$ cat config.mk
export PLATFORM = sky130hd
export DESIGN_NAME = sync_debounce
export DESIGN_NICKNAME = d
export VERILOG_FILES = /design/src/rtl/sync_pkg.sv /design/src/rtl/sync_debounce_ch.sv /design/src/rtl/sync_debounce.sv
export SDC_FILE = /design/constraint.sdc
export NUM_CORES = 1
export LEC_CHECK = 0
export ABC_CLOCK_PERIOD_IN_PS = 1950
export CAP_MARGIN = 20
export CORE_AREA = 2 2 95 97
export CTS_CLUSTER_DIAMETER = 30
export CTS_CLUSTER_SIZE = 14
export DETAILED_ROUTE_END_ITERATION = 7
export DIE_AREA = 0 0 97 99
export PLACE_DENSITY_LB_ADDON = 0.12
export SLEW_MARGIN = 20
export SYNTH_ARGS = -nofsm -noshare
export SYNTH_HDL_FRONTEND = slang
export SYNTH_HIERARCHICAL = 1
export SYNTH_SLANG_ARGS = --single-unit
$ cat constraint.sdc
create_clock -name clk -period 1.95 [get_ports clk]
set_input_delay 0.39 -clock clk [delete_from_list [all_inputs] [get_ports clk]]
set_output_delay 0.39 -clock clk [all_outputs]
set_load 0.02 [all_outputs]
$ cat src/rtl/sync_pkg.sv
// Shared constants and helpers for the sync_debounce input conditioner.
package sync_pkg;

   // 10 ms at 65 MHz: the default debounce window for mechanical contacts.
   localparam int DB_10MS_65MHZ = 650000;

   // Short debounce window used for simulation builds.
   localparam int DB_SIM = 4;

   // Ceiling log2 for sizing counters from elaboration-time constants.
   function automatic int clog2(input int value);
      int result;
      int v;
      result = 0;
      v = value - 1;
      for (int i = 0; i < 32; i++) begin
         if (v > 0) begin
            result = result + 1;
            v = v >> 1;
         end
      end
      return result;
   endfunction

endpackage

$ cat src/rtl/sync_debounce_ch.sv
// One input channel: NSYNC-flop synchroniser, debounce counter, debounced
// level and optional rise/fall strobes (enabled by SYNC_DEBOUNCE_EDGE_EN).
module debounce_ch
   import sync_pkg::*;
#(
   parameter int   NSYNC     = 2,
   parameter int   DB_CYCLES = DB_SIM,
   parameter logic INIT      = 1'b0
) (
   input  logic clk,
   input  logic reset,
   input  logic in,
   output logic sync_out,
   output logic level,
   output logic rise,
   output logic fall
);

   localparam int            CW   = clog2(DB_CYCLES + 1);
   localparam logic [CW-1:0] LAST = CW'(DB_CYCLES - 1);

   logic [NSYNC-1:0] r_sync;
   logic [CW-1:0]    r_cnt;
   logic             r_level;
   logic             w_sync;
   logic             w_disagree;
   logic             w_done;

   assign w_sync     = r_sync[NSYNC-1];
   assign w_disagree = w_sync ^ r_level;
   // The counter never passes LAST, so it cannot wrap.
   assign w_done     = w_disagree && (r_cnt == LAST);

   // Shift the raw input through the synchroniser chain.
   always_ff @(posedge clk) begin
      if (reset) begin
         r_sync <= {NSYNC{INIT}};
      end else begin
         r_sync <= {r_sync[NSYNC-2:0], in};
      end
   end

   // Count consecutive disagreeing cycles; any agreement restarts the count.
   always_ff @(posedge clk) begin
      if (reset) begin
         r_cnt   <= '0;
         r_level <= INIT;
      end else if (!w_disagree) begin
         r_cnt   <= '0;
      end else if (w_done) begin
         r_cnt   <= '0;
         r_level <= w_sync;
      end else begin
         r_cnt   <= r_cnt + 1'b1;
      end
   end

   assign sync_out = w_sync;
   assign level    = r_level;

`ifdef SYNC_DEBOUNCE_EDGE_EN
   logic r_rise;
   logic r_fall;

   // Strobe in the same cycle the debounced level first shows its new value.
   always_ff @(posedge clk) begin
      if (reset) begin
         r_rise <= 1'b0;
         r_fall <= 1'b0;
      end else begin
         r_rise <= w_done & w_sync;
         r_fall <= w_done & ~w_sync;
      end
   end

   assign rise = r_rise;
   assign fall = r_fall;
`else
   assign rise = 1'b0;
   assign fall = 1'b0;
`endif

endmodule

$ cat src/rtl/sync_debounce.sv
// Multi-channel synchroniser + debouncer for asynchronous bouncy inputs.
// Rise/fall strobes exist only when SYNC_DEBOUNCE_EDGE_EN is defined;
// otherwise they are tied low. This level only slices the buses.
module sync_debounce
   import sync_pkg::*;
#(
   parameter int   NCH       = 4,
   parameter int   NSYNC     = 2,
   parameter int   DB_CYCLES = DB_10MS_65MHZ,
   parameter logic INIT      = 1'b0
) (
   input  logic           clk,
   input  logic           reset,
   input  logic [NCH-1:0] in,
   output logic [NCH-1:0] sync_out,
   output logic [NCH-1:0] level,
   output logic [NCH-1:0] rise,
   output logic [NCH-1:0] fall
);

   // One fully independent conditioner per channel.
   for (genvar g = 0; g < NCH; g++) begin : g_ch
      debounce_ch #(
         .NSYNC     (NSYNC),
         .DB_CYCLES (DB_CYCLES),
         .INIT      (INIT)
      ) u_ch (
         .clk      (clk),
         .reset    (reset),
         .in       (in[g]),
         .sync_out (sync_out[g]),
         .level    (level[g]),
         .rise     (rise[g]),
         .fall     (fall[g])
      );
   end

endmodule

==> metrics.yaml, run 1 <==
min_path:
  hold_path.class: "reg -> reg"
timing:
  finalCritPeriodShare_pct: 94.8
  timing.final.max_slew_violations: 0
  finClkSkew_ns: 0.0118
  fin_tns_setup_ns: 0
  rsz0062_at_grt: "no"
  setup_viol: 0
  final.min_clock_period_ns: 1.85
  fmax_mhz: 541
  setup_slack_ns: 0.102
  hold_viol: 0
grt:
  antenna_found_initial: 0
  grt_util_all_layers_pct: 16.8
  grt_pass1_wl_mm: 13.6
  grt_pass1_vias: 3023
  grt_max_degree: 19
  grt_overflow: 0
setup_path:
  crit_chain: "ha_1 > nand3_1 > or4_1 > or3_1 > a21oi_1"
  path_class: "reg -> reg"
  critical_path.slowest_cell: "or4_1"
  critPathTopFamily: "simple AND/OR/NAND/NOR gates"
  crit_required_ns: 2.24
  arrival_ns: 2.14
  critical_path_buf_inv_count: 0
  crit_path_start_kind: "register"
  critPathCaptureType: "register"
  slowest_delay_ns: 0.59
  crit_fanout: 4
finish:
  stdcell_area_sq_mm: 0.00472
  antenna_cells: 0
  syn2layout_area_growth_pct: 12.1
  drive_above_1_share_pct: 11.1
  finalNetCount: 518
detailed_routing:
  wire_per_inst_um: 12.6
  postRouteAntennaNets: 0
  routed_wl_mm: 7.82
  drc_errors: 0
  dr.pass1.iters: 4
  vias_per_cell: 5.21
  first_iter_violations: 61
  via_count: 3236
clock_tree:
  ctsHtreeMaxLevel: 3
  cts_tree: "built"
  cts_root_buffer: "clkbuf_8"
  clock_path_buffers: 2
  cts_buffers: 9
  holdBufCountCts: 0
  cts_sinks: 92
  clock_latency_ns: 0.35
  cts_resized: 1
  post_cts_buffers: 0
  clkTransAtPathRegs_ns: 0.10
logic_synthesis:
  netlist_instances: 480
  synth_seq_cells: 92
  syn_avg_cell_area_sq_um: 8.78
  synthArstFlopShare_pct: 0
  yosys_warnings: 6
  syn_area_sq_mm: 0.00421
  synth_edf_count: 0
  synth.distinct_cells: 33
  synth_flop_cell: "dfxtp_1"
  yosysSeqAreaShare_pct: 43.7
run_status:
  status: "finished clean"
power:
  p_per_area_mw_per_mm2: 692
  p_leak_nw: 1.39
  peakVddDrop_mv: 0.369
placed_design:
  pre_cts_ws_ns: 0.00759
  io_buffers: 13
  hpwl_mm: 5.68
  finalWeightedCongestion: 0.791
  post_dp_cell_area_sq_mm: 0.00450
floorplan:
  fp.dieW_um: 97
  start_util_pct: 49.3
  rows: 34
  core_sq_mm: 0.00855
  die-area_sq_mm: 0.00960
  ioPinCount: 22
  die_y_um: 99
run:
  drv_cap: 0
## per-layer routing
layer  vias up  wire (um)  part of all wire (%)  track usage (%)
li1       1695          -                     -                -
met1      1494       3820                    49             22.0
met2        39       3680                    47             27.7
met3         8        234                   3.0             3.33
met4         0         78                   1.0             5.85
met5         -          0                     0                0
## worst reg2reg max path, stage by stage, from the launching register on
cell	delay (ns)
dfxtp_1	0.38
ha_1	0.21
nand3_1	0.14
or4_1	0.59
or3_1	0.32
a21oi_1	0.14
## cells in the final DEF (no fill, tap or decap), types with 8 or more instances in the layout
cell             Yosys  layout
xor2_1               8       8
conb_1               4       8
and3_2               8       8
nand2_1              8       8
inv_1               24      24
clkdlybuf4s50_1      0      13
nor2b_1             12      12
nor4_1              16      16
xnor2_1             52      52
nand3_1             32      32
dfxtp_1             92      92
a21oi_1              8       8
clkbuf_8             0      10
o21ai_0             12      12
nand4_1             12      12
nor2_1              88      88
nor3_1              24      24
o221ai_1             8       8
buf_4                8      19
## flip-flops by register name, indices dropped and copies added, names as in the netlist
signal / flops
g_ch.u_ch/level: 4
g_ch.u_ch/r_cnt: 80
g_ch.u_ch/r_sync: 8
## cells by family (layout without fill, tap and decap cells)
logic type,after synthesis,count (layout),synth area share (%)
buf+inv,44,73,5.46
simple gates,236,236,30.2
compound gates,36,36,5.70
other cells,4,8,0.356
flops,92,92,43.7
mux,4,4,0.950
xor+xnor,60,60,12.5
fa+ha+maj,4,4,1.19
## per-stage QoR
stage / utilization [%] / hold WS [ns] / total power [W] / cells
floorplan: - / 0.414 / 0.00199 / 484
global placement: 52.7 / 0.419 / 0.00201 / 605
detailed placement: 52.7 / 0.423 / 0.00201 / 605
CTS: 55.1 / 0.442 / 0.00331 / 621
global route: 55.2 / 0.456 / 0.00340 / 621
finish: 55.2 / 0.436 / 0.00327 / 621
## cells in the mapped netlist, types with 8 or more instances
library cell,n,share of area [%]
a21oi_1,8,0.95
and3_2,8,1.4
buf_4,8,1.4
dfxtp_1,92,44
inv_1,24,2.1
nand2_1,8,0.71
nand3_1,32,3.8
nand4_1,12,1.8
nor2_1,88,7.8
nor2b_1,12,1.8
nor3_1,24,2.9
nor4_1,16,2.4
o21ai_0,12,1.4
o221ai_1,8,1.7
xnor2_1,52,11
xor2_1,8,1.7
## power by group
group          internal [W]  switching, W   total, W
Sequential          0.00189    0.00000700    0.00189
Combinational     0.0000299     0.0000461  0.0000759
Clock              0.000631      0.000666    0.00130
## worst paths after layout
check	startpoint	depth (start not counted)	endpoint	slack, ns
hold reg to reg	g_ch[1].u_ch/r_sync[0]$_SDFF_PP0_	1	g_ch[1].u_ch/r_sync[1]$_SDFF_PP0_	0.44
setup / recovery	g_ch[3].u_ch/r_cnt[0]$_SDFF_PP0_	5	g_ch[3].u_ch/r_cnt[16]$_SDFF_PP0_	0.10
hold / removal	g_ch[1].u_ch/r_sync[0]$_SDFF_PP0_	1	g_ch[1].u_ch/r_sync[1]$_SDFF_PP0_	0.44
setup reg to reg	g_ch[3].u_ch/r_cnt[0]$_SDFF_PP0_	5	g_ch[3].u_ch/r_cnt[16]$_SDFF_PP0_	0.10
## final cells by class
type | count | area, sq um
fill | 789 | 3830
clock buffer | 11 | 141
tap | 108 | 135
sequential | 92 | 1840
inverter | 24 | 90.1
multi-input combinational | 348 | 2170
clock inverter | 5 | 61.3
timing repair buffer | 33 | 284
Power figures use the tool's default switching activity.
==> run 2, diff against run 1 <==
SYNTH_HIERARCHICAL = unset   (was 1)
==> metrics.yaml, run 2 <==
run_status:
  status: "finished clean"
setup_path:
  critPathCaptureType: "register"
  r2r_cells: 4
  r2r_start: "g_ch[2].u_ch.r_cnt[6]$_SDFF_PP0_"
  crit_fanout: 4
  r2r_end: "g_ch[2].u_ch.level$_SDFFE_PP0P_"
  reg2reg_setup_slack_ns: 0.02
  path_class: "reg -> reg"
  arrival_ns: 2.21
  crit_required_ns: 2.23
  crit_path_start_kind: "register"
clock_tree:
  cts_sinks: 92
  cts_buffers: 9
  cts_root_buffer: "clkbuf_8"
  clock_latency_ns: 0.35
  cts_tree: "built"
  clock_path_buffers: 2
  ctsHtreeMaxLevel: 3
  clkTransAtPathRegs_ns: 0.09
  holdBufCountCts: 0
timing:
  timing.final.max_slew_violations: 0
  hold_viol: 0
  fin_tns_setup_ns: 0
  setup_slack_ns: 0.0218
  finalCritPeriodShare_pct: 98.9
  setup_viol: 0
  finClkSkew_ns: 0.00755
  rsz0062_at_grt: "yes"
  final.min_clock_period_ns: 1.93
  holdWs_ns: 0.439
  fmax_mhz: 519
logic_synthesis:
  synth_top_area_share_pct: 44.3
  syn_area_sq_mm: 0.00416
  synth_area_leaders: "dfxtp_1, xnor2_1, nor2_1"
  netlist_instances: 476
  synth.most_common_cell: "dfxtp_1"
  ys_top_cells_by_count: "dfxtp_1, nor2_1, xnor2_1"
  synth_flop_cell: "dfxtp_1"
  synth_top_cell_by_area: "dfxtp_1"
  synthArstFlopShare_pct: 0
  syn_avg_cell_area_sq_um: 8.74
  synth_seq_cells: 92
  yosysSeqAreaShare_pct: 44.3
  yosys_warnings: 0
  synth.distinct_cells: 36
  synth_edf_count: 0
power:
  peakVddDrop_mv: 0.435
  p_leak_nw: 1.44
  power_frac_comb_pct: 2.6
  swShare_pct: 22.8
  pwr-share-seq_pct: 60.4
  totalPowerFinal_w: 0.00314
  clockPowerShare_pct: 37.0
  p_per_area_mw_per_mm2: 663
  p_switching_w: 0.000715
  internal-power_w: 0.00242
grt:
  grt_pass1_vias: 3110
  grt_pass1_wl_mm: 13.9
  grt_max_degree: 21
  grt_util_all_layers_pct: 17.2
  antenna_found_initial: 0
  grt_overflow: 0
finish:
  final_common_cell: "dfxtp_1"
  syn2layout_area_growth_pct: 13.7
  multiInputGateArea_sq_mm: 0.00212
  final_cell_mix: "dfxtp_1, nor2_1, xnor2_1"
  stdcell_area_sq_mm: 0.00473
  antenna_cells: 0
  final.fill_count: 806
  largest_register_ffs: 80
  finalNetCount: 520
  drive_above_1_share_pct: 12.0
  regMostFlops: "g_ch.u_ch.r_cnt"
  regArea_sq_mm: 0.00184
min_path:
  hp-start: "g_ch[2].u_ch.r_sync[0]$_SDFF_PP0_"
  hold_path_end: "g_ch[2].u_ch.r_sync[1]$_SDFF_PP0_"
  min_path_cells: 1
  hold_path.class: "reg -> reg"
floorplan:
  rows: 34
  core_sq_mm: 0.00855
  die-area_sq_mm: 0.00960
  start_util_pct: 48.6
  die_y_um: 99
  fp.dieW_um: 97
  ioPinCount: 22
detailed_routing:
  drc_errors: 0
  wire_per_inst_um: 12.7
  routed_wl_mm: 7.91
  dr.pass1.iters: 4
  via_count: 3311
  vias_per_cell: 5.31
  first_iter_violations: 69
  postRouteAntennaNets: 0
run:
  drv_cap: 0
placed_design:
  hpwl_mm: 5.63
  io_buffers: 13
  finalWeightedCongestion: 0.770
  pre_cts_ws_ns: 0.0309
  post_dp_cell_area_sq_mm: 0.00454
[run 2: cell types whose count changed in the layout (fill, tap and decap cells not counted), sizes merged, moves of 10 or more]
cell	change
nor2	-26
a21oi	+20
xnor2	-20
or3	+14
or4	+13
xor2	+12
nor4	-11
buf	+10
nand2	+10
nor3	-10
[run 2: layer usage]
layer  part of all wire [%]  track usage, %  wire, um  vias up
li1                       -               -         -     1726
met1                     51            22.4      4000     1543
met2                     46            28.5      3650       34
met3                    2.1            4.18       170        8
met4                    1.2            5.09        93        0
met5                      0               0         0        -
[run 2: logic make-up (layout without fill, tap and decap cells)]
kind of cell / count (synthesis) / after routing / synth area share, %
buf+inv: 44 / 76 / 5.81
other cells: 1 / 8 / 0.0902
fa+ha+maj: 4 / 4 / 1.20
simple gates: 223 / 223 / 29.3
compound gates: 60 / 60 / 8.39
flops: 92 / 92 / 44.3
xor+xnor: 52 / 52 / 11.0
[run 2: worst max-delay path, cell delays in order, from the launching register on]
cell and delay (ns):
dfxtp_2 0.35, or4_1 0.50, or4_4 0.57, or3_1 0.32, a21oi_1 0.14
[run 2: stage by stage]
stage | utilization (%) | cells
after detailed placement | 53.1 | 607
after CTS | 55.1 | 623
final | 55.3 | 623
after floorplan | - | 483
after global placement | 53.1 | 607
after global routing | 55.3 | 623
[run 2: power by group through the flow]
| stage | Combinational [W] | Sequential (W) | Clock (W) |
|---|---|---|---|
| after floorplan | 0.0000652 | 0.00194 | 0 |
| after detailed placement | 0.0000833 | 0.00194 | 0 |
| after CTS | 0.0000835 | 0.00189 | 0.00121 |
| after global routing | 0.0000906 | 0.00190 | 0.00128 |
| after global placement | 0.0000822 | 0.00194 | 0 |
| final | 0.0000823 | 0.00189 | 0.00116 |
[run 2: worst max-delay path by stage]
stage                                      start                           endpoint  slack (ns)  cells after the start
2_1_floorplan  g_ch[3].u_ch.r_cnt[12]$_SDFF_PP0_  g_ch[3].u_ch.r_cnt[12]$_SDFF_PP0_      -0.004                      5
3_3_place_gp   g_ch[3].u_ch.r_cnt[12]$_SDFF_PP0_  g_ch[3].u_ch.r_cnt[18]$_SDFF_PP0_        0.07                      5
3_5_place_dp   g_ch[3].u_ch.r_cnt[12]$_SDFF_PP0_  g_ch[3].u_ch.r_cnt[14]$_SDFF_PP0_        0.03                      5
4_1_cts        g_ch[3].u_ch.r_cnt[12]$_SDFF_PP0_  g_ch[3].u_ch.r_cnt[14]$_SDFF_PP0_        0.02                      5
5_1_grt         g_ch[2].u_ch.r_cnt[6]$_SDFF_PP0_    g_ch[2].u_ch.level$_SDFFE_PP0P_       -0.04                      4
6_report        g_ch[2].u_ch.r_cnt[6]$_SDFF_PP0_    g_ch[2].u_ch.level$_SDFFE_PP0P_        0.02                      4
[run 2: layout make-up]
class,instances,share of cell area (%)
multi-input cells,347,44.7
clock buffers,11,2.99
inverters,17,1.35
clock inverters,5,0.767
well taps,108,2.86
repair buffers,43,8.31
flip-flops and latches,92,39.0
[run 2: what timing repair did]
action	in CTS	in global routing
setup endpoints to repair	0	43
buffers inserted	0	0
gates resized for setup	0	5
==> run 3, diff against run 2 <==
ABC_AREA = 1   (was unset)
CORE_AREA = 2 2 102 104   (was 2 2 95 97)
DIE_AREA = 0 0 104 106   (was 0 0 97 99)
==> metrics.yaml, run 3 <==
floorplan:
  rows: 37
  ioPinCount: 22
  die_y_um: 106
  fp.dieW_um: 104
  start_util_pct: 49.0
  die-area_sq_mm: 0.0110
  core_sq_mm: 0.0100
grt:
  grt_pass1_vias: 4018
  grt_pass1_wl_mm: 16.7
  grt_overflow: 0
  grt_util_all_layers_pct: 18.4
  antenna_found_initial: 0
  grt_max_degree: 21
detailed_routing:
  routed_wl_mm: 9.42
  via_count: 4239
  drc_errors: 0
  dr.pass1.iters: 5
  postRouteAntennaNets: 0
  vias_per_cell: 4.70
  wire_per_inst_um: 10.5
  first_iter_violations: 117
clock_tree:
  cts_tree: "built"
  cts_root_buffer: "clkbuf_8"
  cts_sinks: 92
  clock_path_buffers: 2
  clkTransAtPathRegs_ns: 0.09
  clock_latency_ns: 0.37
  holdBufCountCts: 0
  post_cts_buffers: 0
  cts_resized: 0
  ctsHtreeMaxLevel: 3
  cts_buffers: 9
setup_path:
  path_class: "reg -> out"
  r2r_start: "g_ch[0].u_ch.r_cnt[0]$_SDFF_PP0_"
  arrival_ns: 1.40
  critical_path.slowest_cell: "clkdlybuf4s50_1"
  crit_path_start_kind: "register"
  critical_path_buf_inv_count: 1
  reg2reg_setup_slack_ns: 0.36
  crit_chain: "clkdlybuf4s50_1"
  crit_required_ns: 1.56
  slowest_delay_ns: 0.63
  critPathCaptureType: "output pin"
  r2r_end: "g_ch[0].u_ch.r_cnt[2]$_SDFF_PP0_"
  r2r_cells: 7
  critPathTopFamily: "buffers and inverters"
  crit_fanout: 4
logic_synthesis:
  synth_top_area_share_pct: 37.6
  synth-xor-area-share_pct: 5.18
  yosys_warnings: 0
  synth_seq_cells: 92
  synth_top_cell_by_area: "dfxtp_1"
  ys_top_cells_by_count: "nand2_1, nor2_1, dfxtp_1"
  synth-compound-area-share_pct: 5.85
  synth.distinct_cells: 28
  synth_top_family_by_area: "simple AND/OR/NAND/NOR gates"
  syn_avg_cell_area_sq_um: 6.59
  synthAdderAreaFrac_pct: 1.02
  synth_area_leaders: "dfxtp_1, nand2_1, nor2_1"
  synth_flop_cell: "dfxtp_1"
  synth.most_common_cell: "nand2_1"
  synth_edf_count: 0
  netlist_instances: 744
  synthArstFlopShare_pct: 0
  synthSimpleGateAreaFrac_pct: 39.9
  yosysSeqAreaShare_pct: 37.6
  muxShareOfSynthArea_pct: 0
  syn_area_sq_mm: 0.00490
finish:
  syn2layout_area_growth_pct: 7.84
  final_common_cell: "nand2_1"
  regMostFlops: "g_ch.u_ch.r_cnt"
  largest_register_ffs: 80
  final_cell_mix: "nand2_1, nor2_1, dfxtp_1"
  antenna_cells: 0
  stdcell_count: 901
  drive_above_1_share_pct: 8.24
  finalNetCount: 770
power:
  p_per_area_mw_per_mm2: 618
  peakVddDrop_mv: 0.473
  p_leak_nw: 1.66
min_path:
  min_path_cells: 2
  hold_path_end: "g_ch[2].u_ch.r_sync[1]$_SDFF_PP0_"
  hp-start: "g_ch[2].u_ch.r_sync[0]$_SDFF_PP0_"
  hold_path.class: "reg -> reg"
placed_design:
  finalWeightedCongestion: 0.869
  hpwl_mm: 7.20
  io_buffers: 13
  dp_cells: 885
run:
  drv_cap: 0
timing:
  final.min_clock_period_ns: 1.79
  rsz0062_at_grt: "no"
  finClkSkew_ns: 0.00770
  timing.final.max_slew_violations: 0
  hold_viol: 0
  setup_viol: 0
  finalCritPeriodShare_pct: 92.0
  fin_tns_setup_ns: 0
  fmax_mhz: 557
run_status:
  status: "finished clean"
-- run 3: changes by cell type after synthesis, sizes merged, moves of 8 or more --
| cell | before | now |
|---|---|---|
| xnor2 | 32 | 11 |
| o31ai | 9 | 0 |
| nor2 | 62 | 179 |
| o21ai | 23 | 11 |
| and4 | 9 | 0 |
| nor3 | 14 | 3 |
| or3 | 18 | 0 |
| nand3 | 29 | 46 |
| a21oi | 28 | 44 |
| nand2 | 18 | 210 |
| inv | 17 | 81 |
| or4 | 17 | 0 |
| nand4 | 19 | 6 |
| nor2b | 8 | 0 |
-- run 3: layout make-up --
| cell class | count | area (sq um) |
|---|---|---|
| well taps | 136 | 170 |
| flip-flops and latches | 92 | 1840 |
| multi-input cells | 554 | 2580 |
| fillers | 1010 | 4720 |
| clock buffers | 11 | 131 |
| clock inverters | 5 | 61.3 |
| inverters | 81 | 304 |
| repair buffers | 22 | 198 |
-- run 3: routing by layer --
| metal | share of wire (%) | track usage [%] | vias to the layer above |
|---|---|---|---|
| li1 | - | - | 2301 |
| met1 | 49 | 21.9 | 1878 |
| met2 | 47 | 32.4 | 50 |
| met3 | 3.1 | 4.90 | 10 |
| met4 | 1.3 | 5.60 | 0 |
| met5 | 0 | 0 | - |
-- run 3: report_power, final --
| part | internal (W) | switching, W | leakage [nW] |
|---|---|---|---|
| combinational | 0.0000296 | 0.0000528 | 0.816 |
| sequential | 0.00189 | 0.00000735 | 0.743 |
| clock | 0.000601 | 0.000688 | 0.0979 |
| total | 0.00252 | 0.000748 | 1.66 |
-- run 3: cell families after synthesis --
logic type | Yosys count
other cells | 1
fa+ha+maj | 4
buf+inv | 105
flops | 92
xor+xnor | 29
simple gates | 458
compound gates | 55
-- run 3: worst min-delay path, delay by kind of cell (launching register included) --
kind	cells	cell delay [ns]
buf+inv	1	0.04
flops	1	0.31
simple gates	1	0.03
-- run 3: worst max-delay path by stage --
stage                                       from                           endpoint  slack (ns)  depth (start not counted)
6_report       g_ch[2].u_ch.r_sync[1]$_SDFF_PP0_                        sync_out[2]        0.16                          1
5_1_grt          g_ch[3].u_ch.level$_SDFFE_PP0P_                           level[3]        0.08                          1
4_1_cts          g_ch[3].u_ch.level$_SDFFE_PP0P_                           level[3]        0.11                          1
3_5_place_dp                               reset  g_ch[2].u_ch.r_cnt[16]$_SDFF_PP0_        0.31                          4
3_3_place_gp                               reset  g_ch[3].u_ch.r_cnt[18]$_SDFF_PP0_        0.32                          5
2_1_floorplan   g_ch[1].u_ch.r_cnt[0]$_SDFF_PP0_  g_ch[1].u_ch.r_cnt[11]$_SDFF_PP0_        0.49                          9
-- run 3: metrics by stage --
stage | instance area, sq um | hold WS (ns) | worst slack, ns | utilization (%) | power [W]
3_5_place_dp | 5090 | 0.400 | 0.305 | 50.9 | 0.00202
5_1_grt | 5280 | 0.424 | 0.0775 | 52.8 | 0.00340
3_3_place_gp | 5090 | 0.390 | 0.320 | 50.9 | 0.00202
2_1_floorplan | 4930 | 0.388 | 0.490 | - | 0.00201
6_report | 5280 | 0.407 | 0.156 | 52.8 | 0.00327
4_1_cts | 5280 | 0.404 | 0.113 | 52.8 | 0.00331
